### src/rtl/card_pkg.sv
`default_nettype none
// ============================================================================
//  Module      : card_pkg
//  Description : Shared card types and helpers for the card shoe and the
//                blackjack game controller. Holds the 6-bit card encoding,
//                suit/rank constants, shoe state encoding and the
//                index-to-card mapping used by the shoe.
//  Revision    : 1.0 - initial release
// ============================================================================
package card_pkg;

    localparam int DECK_SIZE = 52;

    localparam logic [3:0] RANK_ACE   = 4'd1;
    localparam logic [3:0] RANK_TWO   = 4'd2;
    localparam logic [3:0] RANK_THREE = 4'd3;
    localparam logic [3:0] RANK_FOUR  = 4'd4;
    localparam logic [3:0] RANK_FIVE  = 4'd5;
    localparam logic [3:0] RANK_SIX   = 4'd6;
    localparam logic [3:0] RANK_SEVEN = 4'd7;
    localparam logic [3:0] RANK_EIGHT = 4'd8;
    localparam logic [3:0] RANK_NINE  = 4'd9;
    localparam logic [3:0] RANK_TEN   = 4'd10;
    localparam logic [3:0] RANK_JACK  = 4'd11;
    localparam logic [3:0] RANK_QUEEN = 4'd12;
    localparam logic [3:0] RANK_KING  = 4'd13;

    typedef enum logic [1:0] {
        SPADES   = 2'd0,
        HEARTS   = 2'd1,
        DIAMONDS = 2'd2,
        CLUBS    = 2'd3
    } suit_t;

    // Packed as {suit[5:4], rank[3:0]}
    typedef struct packed {
        suit_t      suit;
        logic [3:0] rank;
    } card_t;

    // Shoe controller state encoding
    typedef logic [1:0] shoe_state_t;
    localparam shoe_state_t c_STATE_IDLE      = 2'd0;
    localparam shoe_state_t c_STATE_SEARCH    = 2'd1;
    localparam shoe_state_t c_STATE_DELIVER   = 2'd2;
    localparam shoe_state_t c_STATE_EMPTY_ACK = 2'd3;

    // Fold the low six LFSR bits (0..63) onto a deck index (0..51).
    function automatic logic [5:0] fold_idx(input logic [7:0] lfsr);
        logic [5:0] raw;
        raw = lfsr[5:0];
        if (raw >= 6'd52) begin
            return raw - 6'd52;
        end
        return raw;
    endfunction

    // Deck index i -> suit i/13, rank (i mod 13)+1. Done with range
    // compares so no divider is inferred.
    function automatic card_t idx_to_card(input logic [5:0] idx);
        card_t      c;
        logic [5:0] offs;
        if (idx < 6'd13) begin
            c.suit = SPADES;
            offs   = idx;
        end else if (idx < 6'd26) begin
            c.suit = HEARTS;
            offs   = idx - 6'd13;
        end else if (idx < 6'd39) begin
            c.suit = DIAMONDS;
            offs   = idx - 6'd26;
        end else begin
            c.suit = CLUBS;
            offs   = idx - 6'd39;
        end
        c.rank = offs[3:0] + 4'd1;
        return c;
    endfunction

endpackage
`default_nettype wire

### src/rtl/card_lfsr8.sv
`default_nettype none
// ============================================================================
//  Module      : card_lfsr8
//  Description : Free-running 8-bit Fibonacci LFSR (shift left, feedback
//                l[7]^l[5]^l[4]^l[3]). Steps once per cycle, twice while
//                i_stir is high. A zero seed is replaced by 8'h01 so the
//                register can never lock up at zero.
//  Ports       : i_clk    - system clock
//                i_reset  - synchronous active-high reset (loads seed)
//                i_stir   - extra step this cycle
//                o_state  - current LFSR value
//  Revision    : 1.0 - initial release
// ============================================================================
module card_lfsr8 #(
    parameter logic [7:0] SEED = 8'hA5
) (
    input  logic       i_clk,
    input  logic       i_reset,
    input  logic       i_stir,
    output logic [7:0] o_state
);

    localparam logic [7:0] c_SEED = (SEED == 8'h00) ? 8'h01 : SEED;

    logic [7:0] r_state;
    logic [7:0] w_step1;
    logic [7:0] w_step2;

    function automatic logic [7:0] lfsr_step(input logic [7:0] l);
        return {l[6:0], l[7] ^ l[5] ^ l[4] ^ l[3]};
    endfunction

    always_comb begin
        w_step1 = lfsr_step(r_state);
        w_step2 = lfsr_step(w_step1);
    end

    always_ff @(posedge i_clk) begin
        if (i_reset) begin
            r_state <= c_SEED;
        end else if (i_stir) begin
            r_state <= w_step2;
        end else begin
            r_state <= w_step1;
        end
    end

    assign o_state = r_state;

endmodule
`default_nettype wire

### src/rtl/card_shoe.sv
`default_nettype none
// ============================================================================
//  Module      : card_shoe
//  Description : Single-deck card shoe. Tracks dealt cards in a 52-bit mask
//                so no card repeats until a reshuffle. A draw request takes
//                a random start index from the LFSR and linearly probes
//                (51 wraps to 0) until an undealt card is found. Every
//                accepted request yields exactly one o_cardValid or one
//                o_empty pulse.
//  Ports       : i_clk            - system clock
//                i_reset          - synchronous active-high reset
//                i_drawReq        - draw request, sampled only when idle
//                i_shuffle        - clear the dealt mask (deferred if busy)
//                i_stir           - extra LFSR step per cycle (entropy)
//                o_card           - last delivered card {suit, rank}
//                o_cardValid      - one-cycle pulse with a new o_card
//                o_empty          - one-cycle pulse, request refused
//                o_busy           - high whenever not idle
//                o_cardsRemaining - undealt card count 52..0
//  Revision    : 1.0 - initial release
// ============================================================================
module card_shoe
    import card_pkg::*;
#(
    parameter logic [7:0] LFSR_SEED      = 8'hA5,
    parameter bit         AUTO_RESHUFFLE = 1'b1
) (
    input  logic       i_clk,
    input  logic       i_reset,
    input  logic       i_drawReq,
    input  logic       i_shuffle,
    input  logic       i_stir,
    output card_t      o_card,
    output logic       o_cardValid,
    output logic       o_empty,
    output logic       o_busy,
    output logic [5:0] o_cardsRemaining
);

    localparam logic [5:0] c_FULL_DECK = 6'(DECK_SIZE);
    localparam logic [5:0] c_LAST_IDX  = 6'(DECK_SIZE - 1);

    shoe_state_t r_state;
    logic [51:0] r_mask;
    logic [5:0]  r_cand;
    logic [5:0]  r_remaining;
    card_t       r_card;
    logic        r_cardValid;
    logic        r_empty;
    logic        r_busy;
    logic        r_shufflePending;

    logic [7:0]  w_lfsr;
    logic [5:0]  w_foldIdx;
    logic [5:0]  w_nextCand;
    logic        w_candDealt;
    logic        w_freshDeck;
    logic        w_canDeal;
    card_t       w_candCard;

    card_lfsr8 #(
        .SEED (LFSR_SEED)
    ) u_lfsr (
        .i_clk   (i_clk),
        .i_reset (i_reset),
        .i_stir  (i_stir),
        .o_state (w_lfsr)
    );

    always_comb begin
        w_foldIdx   = fold_idx(w_lfsr);
        w_nextCand  = (r_cand == c_LAST_IDX) ? 6'd0 : r_cand + 6'd1;
        w_candDealt = r_mask[r_cand];
        w_candCard  = idx_to_card(r_cand);
        // A request starts on a cleared deck either because a shuffle was
        // deferred while busy, or because the shoe ran dry and we refill.
        w_freshDeck = r_shufflePending ||
                      ((r_remaining == 6'd0) && AUTO_RESHUFFLE);
        w_canDeal   = w_freshDeck || (r_remaining != 6'd0);
    end

    always_ff @(posedge i_clk) begin
        if (i_reset) begin
            r_state          <= c_STATE_IDLE;
            r_mask           <= '0;
            r_cand           <= 6'd0;
            r_remaining      <= c_FULL_DECK;
            r_card           <= card_t'(6'd0);
            r_cardValid      <= 1'b0;
            r_empty          <= 1'b0;
            r_busy           <= 1'b0;
            r_shufflePending <= 1'b0;
        end else begin
            r_cardValid <= 1'b0;
            r_empty     <= 1'b0;
            case (r_state)
                c_STATE_IDLE: begin
                    if (i_shuffle) begin
                        // Shuffle wins over a same-cycle request.
                        r_mask           <= '0;
                        r_remaining      <= c_FULL_DECK;
                        r_shufflePending <= 1'b0;
                    end else if (i_drawReq) begin
                        if (w_canDeal) begin
                            if (w_freshDeck) begin
                                r_mask      <= '0;
                                r_remaining <= c_FULL_DECK;
                            end
                            r_shufflePending <= 1'b0;
                            r_cand           <= w_foldIdx;
                            r_state          <= c_STATE_SEARCH;
                        end else begin
                            r_state <= c_STATE_EMPTY_ACK;
                        end
                        r_busy <= 1'b1;
                    end else if (r_shufflePending) begin
                        r_mask           <= '0;
                        r_remaining      <= c_FULL_DECK;
                        r_shufflePending <= 1'b0;
                    end
                end

                c_STATE_SEARCH: begin
                    if (i_shuffle) begin
                        r_shufflePending <= 1'b1;
                    end
                    if (!w_candDealt) begin
                        r_mask[r_cand] <= 1'b1;
                        r_remaining    <= r_remaining - 6'd1;
                        r_card         <= w_candCard;
                        // Pulse coincides with the DELIVER cycle.
                        r_cardValid    <= 1'b1;
                        r_state        <= c_STATE_DELIVER;
                    end else begin
                        r_cand <= w_nextCand;
                    end
                end

                c_STATE_DELIVER: begin
                    if (i_shuffle) begin
                        r_shufflePending <= 1'b1;
                    end
                    r_state <= c_STATE_IDLE;
                    r_busy  <= 1'b0;
                end

                c_STATE_EMPTY_ACK: begin
                    if (i_shuffle) begin
                        r_shufflePending <= 1'b1;
                    end
                    r_empty <= 1'b1;
                    r_state <= c_STATE_IDLE;
                    r_busy  <= 1'b0;
                end

                default: begin
                    r_state <= c_STATE_IDLE;
                    r_busy  <= 1'b0;
                end
            endcase
        end
    end

    assign o_card           = r_card;
    assign o_cardValid      = r_cardValid;
    assign o_empty          = r_empty;
    assign o_busy           = r_busy;
    assign o_cardsRemaining = r_remaining;

endmodule
`default_nettype wire

### config.mk
export PLATFORM = sky130hd
export DESIGN_NAME = card_shoe
export DESIGN_NICKNAME = d
export VERILOG_FILES = /design/src/rtl/card_pkg.sv /design/src/rtl/card_lfsr8.sv /design/src/rtl/card_shoe.sv
export SDC_FILE = /design/constraint.sdc
export NUM_CORES = 1
export LEC_CHECK = 0
export ABC_AREA = 1
export BUFFER_PORTS_ARGS = -buffer_cell sky130_fd_sc_hd__clkbuf_2
export CORE_MARGIN = 2
export CORE_UTILIZATION = 30
export DETAILED_ROUTE_END_ITERATION = 10
export PLACE_DENSITY = 0.54
export SYNTH_ARGS = -nofsm -noshare
export SYNTH_HDL_FRONTEND = slang
export SYNTH_HIERARCHICAL = 1
export SYNTH_SLANG_ARGS = --single-unit
export TNS_END_PERCENT = 20
### constraint.sdc
create_clock -name i_clk -period 6.7 [get_ports i_clk]
set_input_delay 0.67 -clock i_clk [delete_from_list [all_inputs] [get_ports i_clk]]
set_output_delay 0.67 -clock i_clk [all_outputs]
set_load 0.03 [all_outputs]
==> impl_results.md, run 1 <==
- Outcome: completed
- Post-DRT Antenna Nets: 0
- Post-DP HPWL: 8.27 mm
- Final Max Tran Viols: 0
- Total Neg Setup Slack: 0 ps
- Syn Area/Cell: 6.41 um^2
- Reg2reg end: o_card[2]$_SDFFE_PP0P_
- Tcrit/Tclk final: 46.4%
- Fin worst setup slack: 3590 ps
- Lkg Pwr: 0.00219 uW
- Layout Cells excl Fill: 949
- Placed cells: 933
- Final setup viols: 0
- Post-CTS Hold Buffers: 0
- Critical Path RT: 6980 ps
- Top_reg_cell synth: dfxtp_1
- Core area: 15,300 um^2
- Synth cell count leaders: 179 x nand2_1, 110 x nand3_1, 95 x inv_1, 84 x dfxtp_1, 81 x a21oi_1
- R2r setup slk: 3590 ps
- M1 GR Usage: 22.7%
- Min-delay src: r_mask[50]$_SDFFE_PP0P_
- Share of cells above drive strength 1: 7.86%
- CP Capture Type: flip-flop
- Placer Congestion: 0.843
- CTS clk-pin slew, worst paths: 60 ps
- Via-per-instance ratio: 4.73
- Reg2reg start: r_cand[1]$_SDFFE_PP0P_
- Unique masters post-synth: 34
- Fill count: 1,705
- Chip height: 129 um
- Syn Inst Count: 735
- Initial core utilization: 30.9%
- Dpl ws: 3700 ps
- Fmax: 0.322 GHz
- Smallest hold slack: 456 ps
- Register area share after synthesis: 35.7%
- Number of cell rows: 45
- Worst Hold Class: flip-flop to flip-flop
- Worst setup SP type: flip-flop
- CTS buffer count: 9
- H-tree Lvls: 3
- Iteration-0 DRC Markers: 397
- Yosys reg bits: 84
- Clk buf depth: 2
- Peak supply drop: 205 uV
- Total Routing Usage GR: 15.9%
- Core Util, Final: 34.3%
- Die area: 16,700 um^2
- Grt met2 use: 24.4%
- Post-synth EDFFs: 0
- M3 GR Usage: 3.76%
- TritonCTS clock tree: built
- Drc violations: 0
- First-pass GRT wire length: 21.1 mm
- Worst skew pair latency: 350 ps
- Avg WL per Cell: 13.2 um
- Vias in the first global route: 4,158
- I/O Buffers: 19
- Root Buffer: clkbuf_16
- Hold Path Stages: 2
- Largest net degree at the start of global routing: 69
- Post-CTS Setup Inserts: 0
- Tmin final: 3110 ps
- GRT Max-Usage Layer: met2
- Pwr dens: 258 nW/um^2
- Final hold viol count: 0
- Initial antenna violation count: 0
- Io pins: 20
- Post-Syn Nets: 751
- Yosys top cell area share: 35.7%
- Crit-path max FO: 20
- Hold path endpoint: r_mask[50]$_SDFFE_PP0P_
- Worst slew pin tran: 817 ps
- Gr ovfl total: 0
- Diode count: 0
- DR vias: 4,489
- CTS resizes: 0
- Nets: 749
- Synth area leaders: dfxtp_1 36%, nand2_1 14%, nand3_1 12%, a21oi_1 8.6%, inv_1 7.6%
- Most numerous cell in the Yosys netlist: nand2_1
- Clock tree sinks: 84
- Die Wd: 129 um
- Async set-reset flop share out of synthesis: 0%
- Worst reg2reg path depth: 12
- Max-slew headroom: 45.5%
- DRT Pass-1 Iters: 5
- P&R area growth vs syn: 11.2%
- Final setup skew: 6.66 ps
- Routed Wire Length: 12.5 mm
- Netlist Area Pre-Place: 4710 um^2
- Setup CP Type: flip-flop to flip-flop
- Synth area leader: dfxtp_1
- RSZ-0062 raised after global routing: false
- Critical path arrival: 3390 ps
- Max-Cap Viols: 0
- Yosys warns: 6
==> sequential cells by signal (all words and copies together) (netlist names) <==
signal and count:
o_empty 1, o_card 6, o_busy 1, r_state 2, u_lfsr/o_state 8, r_cand 6, o_cardValid 1, r_mask 52
o_cardsRemaining 6, r_shufflePending 1
==> layout by cell type, fill, tap and decap left out, types with 5 or more instances in the layout <==
cell type  count
nor2_1        75
nand3_1      110
clkbuf_16      9
o21ai_0       15
dfxtp_1       84
clkbuf_2      19
inv_1         95
ha_1          11
nand2_1      179
a21oi_1       81
nor3_1         5
==> power by group <==
part           switching, uW  internal (uW)
sequential              21.5            516
combinational            181           73.3
clock                    206            356
total                    408            945
==> kinds of logic after synthesis <==
| kind of cell | count (synthesis) | synth area share [%] |
|---|---|---|
| xor+xnor | 7 | 1.30 |
| flops | 84 | 35.7 |
| fa+ha+maj | 11 | 2.92 |
| compound gates | 111 | 12.6 |
| simple gates | 386 | 34.9 |
| buf+inv | 136 | 12.5 |
==> through the flow <==
stage          power [uW]  instance area (um^2)
5_1_grt              1420                  5240
3_3_place_gp          804                  4900
2_1_floorplan         744                  4710
4_1_cts              1360                  5240
6_report             1350                  5240
3_5_place_dp          802                  4900
==> layer usage <==
| layer | up-vias | share of wire [%] |
|---|---|---|
| li1 | 2330 | - |
| met1 | 2051 | 50 |
| met2 | 97 | 44 |
| met3 | 11 | 4.5 |
| met4 | 0 | 1.1 |
| met5 | - | 0 |
==> worst max-delay path: stages, from the launching register on <==
cell     delay [ps]
dfxtp_1         850
inv_2           340
ha_1            310
o21ai_0         450
o21ai_0         160
inv_1            80
nand2_1          50
o21ai_0         120
inv_1            80
ha_1            200
xnor2_1         150
nand3_1          80
a21oi_1         160
==> worst max-delay path by stage <==
stage                     slack, ps                    from                endpoint
final                          3590  r_cand[1]$_SDFFE_PP0P_  o_card[2]$_SDFFE_PP0P_
after floorplan                4530  r_cand[1]$_SDFFE_PP0P_  o_card[2]$_SDFFE_PP0P_
after global placement         3730  r_cand[1]$_SDFFE_PP0P_  o_card[2]$_SDFFE_PP0P_
after CTS                      3670  r_cand[1]$_SDFFE_PP0P_  o_card[2]$_SDFFE_PP0P_
after global routing           3220  r_cand[1]$_SDFFE_PP0P_  o_card[2]$_SDFFE_PP0P_
after detailed placement       3700  r_cand[1]$_SDFFE_PP0P_  o_card[2]$_SDFFE_PP0P_
==> final cells by class <==
| cell class | count | area, um^2 | area share [%] |
|---|---|---|---|
| flip-flops and latches | 84 | 1680 | 32.1 |
| clock inverters | 4 | 70.1 | 1.34 |
| repair buffers | 23 | 125 | 2.39 |
| clock buffers | 12 | 267 | 5.09 |
| inverters | 100 | 375 | 7.17 |
| multi-input cells | 515 | 2450 | 46.9 |
| well taps | 211 | 264 | 5.04 |
No activity file was read; power rests on OpenSTA's default activity.
==> run 2: changes to the inputs <==
==> constraint.sdc (replaced) <==
create_clock -name i_clk -period 3.2 [get_ports i_clk]
set_input_delay 0.32 -clock i_clk [delete_from_list [all_inputs] [get_ports i_clk]]
set_output_delay 0.32 -clock i_clk [all_outputs]
set_load 0.03 [all_outputs]
==> run 2 against run 1 <==
Sequential power grew 110%. Critical path depth stayed put. Largest power group is now registers. Routed wire length grew 1.2%. Cell count grew 0.63%. Critical endpoint unchanged. Sequential share of layout area is essentially flat. Die area unchanged. Critical path type unchanged. Highest routed layer unchanged.
==> impl_results.md, run 2 (synthesis results as in run 1) <==
- First-pass GRT wire length: 21.7 mm (was 21.1 mm)
- Routed Wire Length: 12.7 mm (was 12.5 mm)
- Worst slew pin tran: 621 ps (was 817 ps)
- Reg2reg end: o_card[2]$_SDFFE_PP0P_ (unchanged)
- Fill count: 1,697 (was 1,705)
- Via-per-instance ratio: 4.76 (was 4.73)
- Core Util, Final: 34.3% (about the same)
- DR vias: 4,546 (was 4,489)
- Final Max Tran Viols: 0 (unchanged)
- RSZ-0062 raised after global routing: false (unchanged)
- Final setup skew: 4.74 ps (was 6.66 ps)
- Peak supply drop: 265 uV (was 205 uV)
- Gr ovfl total: 0 (unchanged)
- Min-delay src: i_stir (was r_mask[50]$_SDFFE_PP0P_)
- Final Total Pwr: 2710 uW (was 1350 uW)
- Post-CTS Setup Inserts: 0 (unchanged)
- Root Buffer: clkbuf_16 (unchanged)
- Outcome: completed (unchanged)
- Number of cell rows: 45 (unchanged)
- Diode count: 0 (unchanged)
- Post-route cell area: 5230 um^2 (was 5240 um^2)
- R2r setup slk: 500 ps (was 3590 ps)
- Crit-path max FO: 18 (was 20)
- Worst reg2reg path depth: 12 (unchanged)
- Hold path endpoint: u_lfsr/o_state[4]$_SDFF_PP0_ (was r_mask[50]$_SDFFE_PP0P_)
- H-tree Lvls: 3 (unchanged)
- Worst path max stage delay: 570 ps (was 850 ps)
- CTS buffer count: 9 (unchanged)
- Setup CP Type: flip-flop to flip-flop (unchanged)
- Smallest hold slack: 308 ps (was 456 ps)
- Final setup viols: 0 (unchanged)
- Fmax: 0.370 GHz (was 0.322 GHz)
- Max FFs per register: 52 (unchanged)
- Max-slew headroom: 58.5% (was 45.5%)
- Worst Hold Class: primary input to flip-flop (was flip-flop to flip-flop)
- Worst setup SP type: flip-flop (unchanged)
- Placer Congestion: 0.882 (was 0.843)
- Most common cell after layout, fill and taps aside: nand2_1 (unchanged)
- Pwr dens: 517 nW/um^2 (was 258 nW/um^2)
- Initial antenna violation count: 0 (unchanged)
- Most frequent cells in the layout: 179 x nand2_1, 110 x nand3_1, 95 x inv_1 (unchanged)
- Slowest CP cell: dfxtp_1 (unchanged)
- Critical path arrival: 2980 ps (was 3390 ps)
- Critical Path RT: 3470 ps (was 6980 ps)
- Post-DP HPWL: 8.59 mm (was 8.27 mm)
- Drc violations: 0 (unchanged)
- Clock tree sinks: 84 (unchanged)
- Nets: 755 (was 749)
- Hold Path Stages: 2 (unchanged)
- Post-CTS Hold Buffers: 0 (unchanged)
- Total Neg Setup Slack: 0 ps (unchanged)
- DRT Pass-1 Iters: 5 (unchanged)
- Tcrit/Tclk final: 84.4% (was 46.4%)
- Final hold viol count: 0 (unchanged)
- Crit-path cells: inv_2 -> ha_1 -> o21ai_0 -> o21ai_0 -> inv_1 -> nand2_1 -> o21ai_0 -> inv_1 -> ha_1 -> xnor2_1 -> nand3_1 -> a21oi_1 (unchanged)
- Avg WL per Cell: 13.3 um (was 13.2 um)
- Die area: 16,700 um^2 (unchanged)
- Post-DRT Antenna Nets: 0 (unchanged)
- Max-Cap Viols: 0 (unchanged)
- P&R area growth vs syn: 11.1% (was 11.2%)
- Reg2reg start: r_cand[1]$_SDFFE_PP0P_ (unchanged)
- Most flops, register: r_mask (unchanged)
- DP Area: 4940 um^2 (was 4900 um^2)
- Share of cells above drive strength 1: 8.33% (was 7.86%)
- CP Capture Type: flip-flop (unchanged)
- Clk buf depth: 2 (unchanged)
- Worst skew pair latency: 340 ps (was 350 ps)
- Die Wd: 129 um (unchanged)
- Largest net degree at the start of global routing: 49 (was 69)
- Most used cell along the critical path: o21ai_0 (unchanged)
- Lkg Pwr: 0.00219 uW (about the same)
- Chip height: 129 um (unchanged)
- TritonCTS clock tree: built (unchanged)
- Core area: 15,300 um^2 (unchanged)
- Io pins: 20 (unchanged)
- Initial core utilization: 30.9% (unchanged)
- Total Routing Usage GR: 16.3% (was 15.9%)
- Tmin final: 2700 ps (was 3110 ps)
- CTS resizes: 0 (unchanged)
- Iteration-0 DRC Markers: 394 (was 397)
- I/O Buffers: 19 (unchanged)
- CTS clk-pin slew, worst paths: 60 ps (about the same)
- Vias in the first global route: 4,255 (was 4,158)
run 2: cell count changes in the layout (fill, tap and decap cells not counted):
cell and delta:
buf_4 +6, clkbuf_8 -3, clkbuf_1 +2, bufinv_16 -1, clkinv_2 +1, clkinvlp_4 +1
run 2: worst max-delay path, delay by kind of cell, from the launching register on:
kind,cells,cell delay (ps)
and+or+nand+nor,2,140
DFF,1,570
xor gates and xnor gates,1,150
adders and majority gates,2,480
buffers and inverters,3,430
AOI/OAI and AO/OA,4,870
run 2: area by class of cell:
| cell class | instances | area, um^2 | share of cell area [%] |
|---|---|---|---|
| multi-input cells | 515 | 2450 | 46.9 |
| flip-flops and latches | 84 | 1680 | 32.2 |
| inverters | 100 | 375 | 7.18 |
| well taps | 211 | 264 | 5.05 |
| clock buffers | 11 | 233 | 4.45 |
| repair buffers | 29 | 170 | 3.25 |
| clock inverters | 5 | 52.6 | 1.00 |
run 2: how the worst max path moves through the flow:
stage / slack [ps] / cells past startpoint / start / end
floorplan: 1030 / 14 / r_cand[1]$_SDFFE_PP0P_ / o_card[2]$_SDFFE_PP0P_
global placement: 650 / 13 / r_cand[0]$_SDFFE_PP0P_ / r_cand[1]$_SDFFE_PP0P_
detailed placement: 570 / 12 / r_cand[1]$_SDFFE_PP0P_ / o_card[2]$_SDFFE_PP0P_
CTS: 550 / 12 / r_cand[1]$_SDFFE_PP0P_ / o_card[2]$_SDFFE_PP0P_
global route: 210 / 12 / r_cand[1]$_SDFFE_PP0P_ / o_card[2]$_SDFFE_PP0P_
finish: 500 / 12 / r_cand[1]$_SDFFE_PP0P_ / o_card[2]$_SDFFE_PP0P_
run 2: report_power, final:
group	switching [uW]	internal, uW	leakage [uW]
Sequential	40.5	1080	0.000682
Clock	432	601	0.000139
Combinational	390	161	0.00137
run 2: layer usage:
layer  track usage [%]  up-vias  share of wire, %
met3              3.26       21               4.4
met1              23.0     2070                50
met4              6.52        0               1.8
li1                  -     2345                 -
met2              24.4      110                44
met5                 0        -                 0
run 2: metrics by stage:
stage | setup WS, ps | cells
6_report | 499 | 955
5_1_grt | 215 | 955
4_1_cts | 547 | 955
3_5_place_dp | 573 | 939
3_3_place_gp | 648 | 939
2_1_floorplan | 1030 | 735
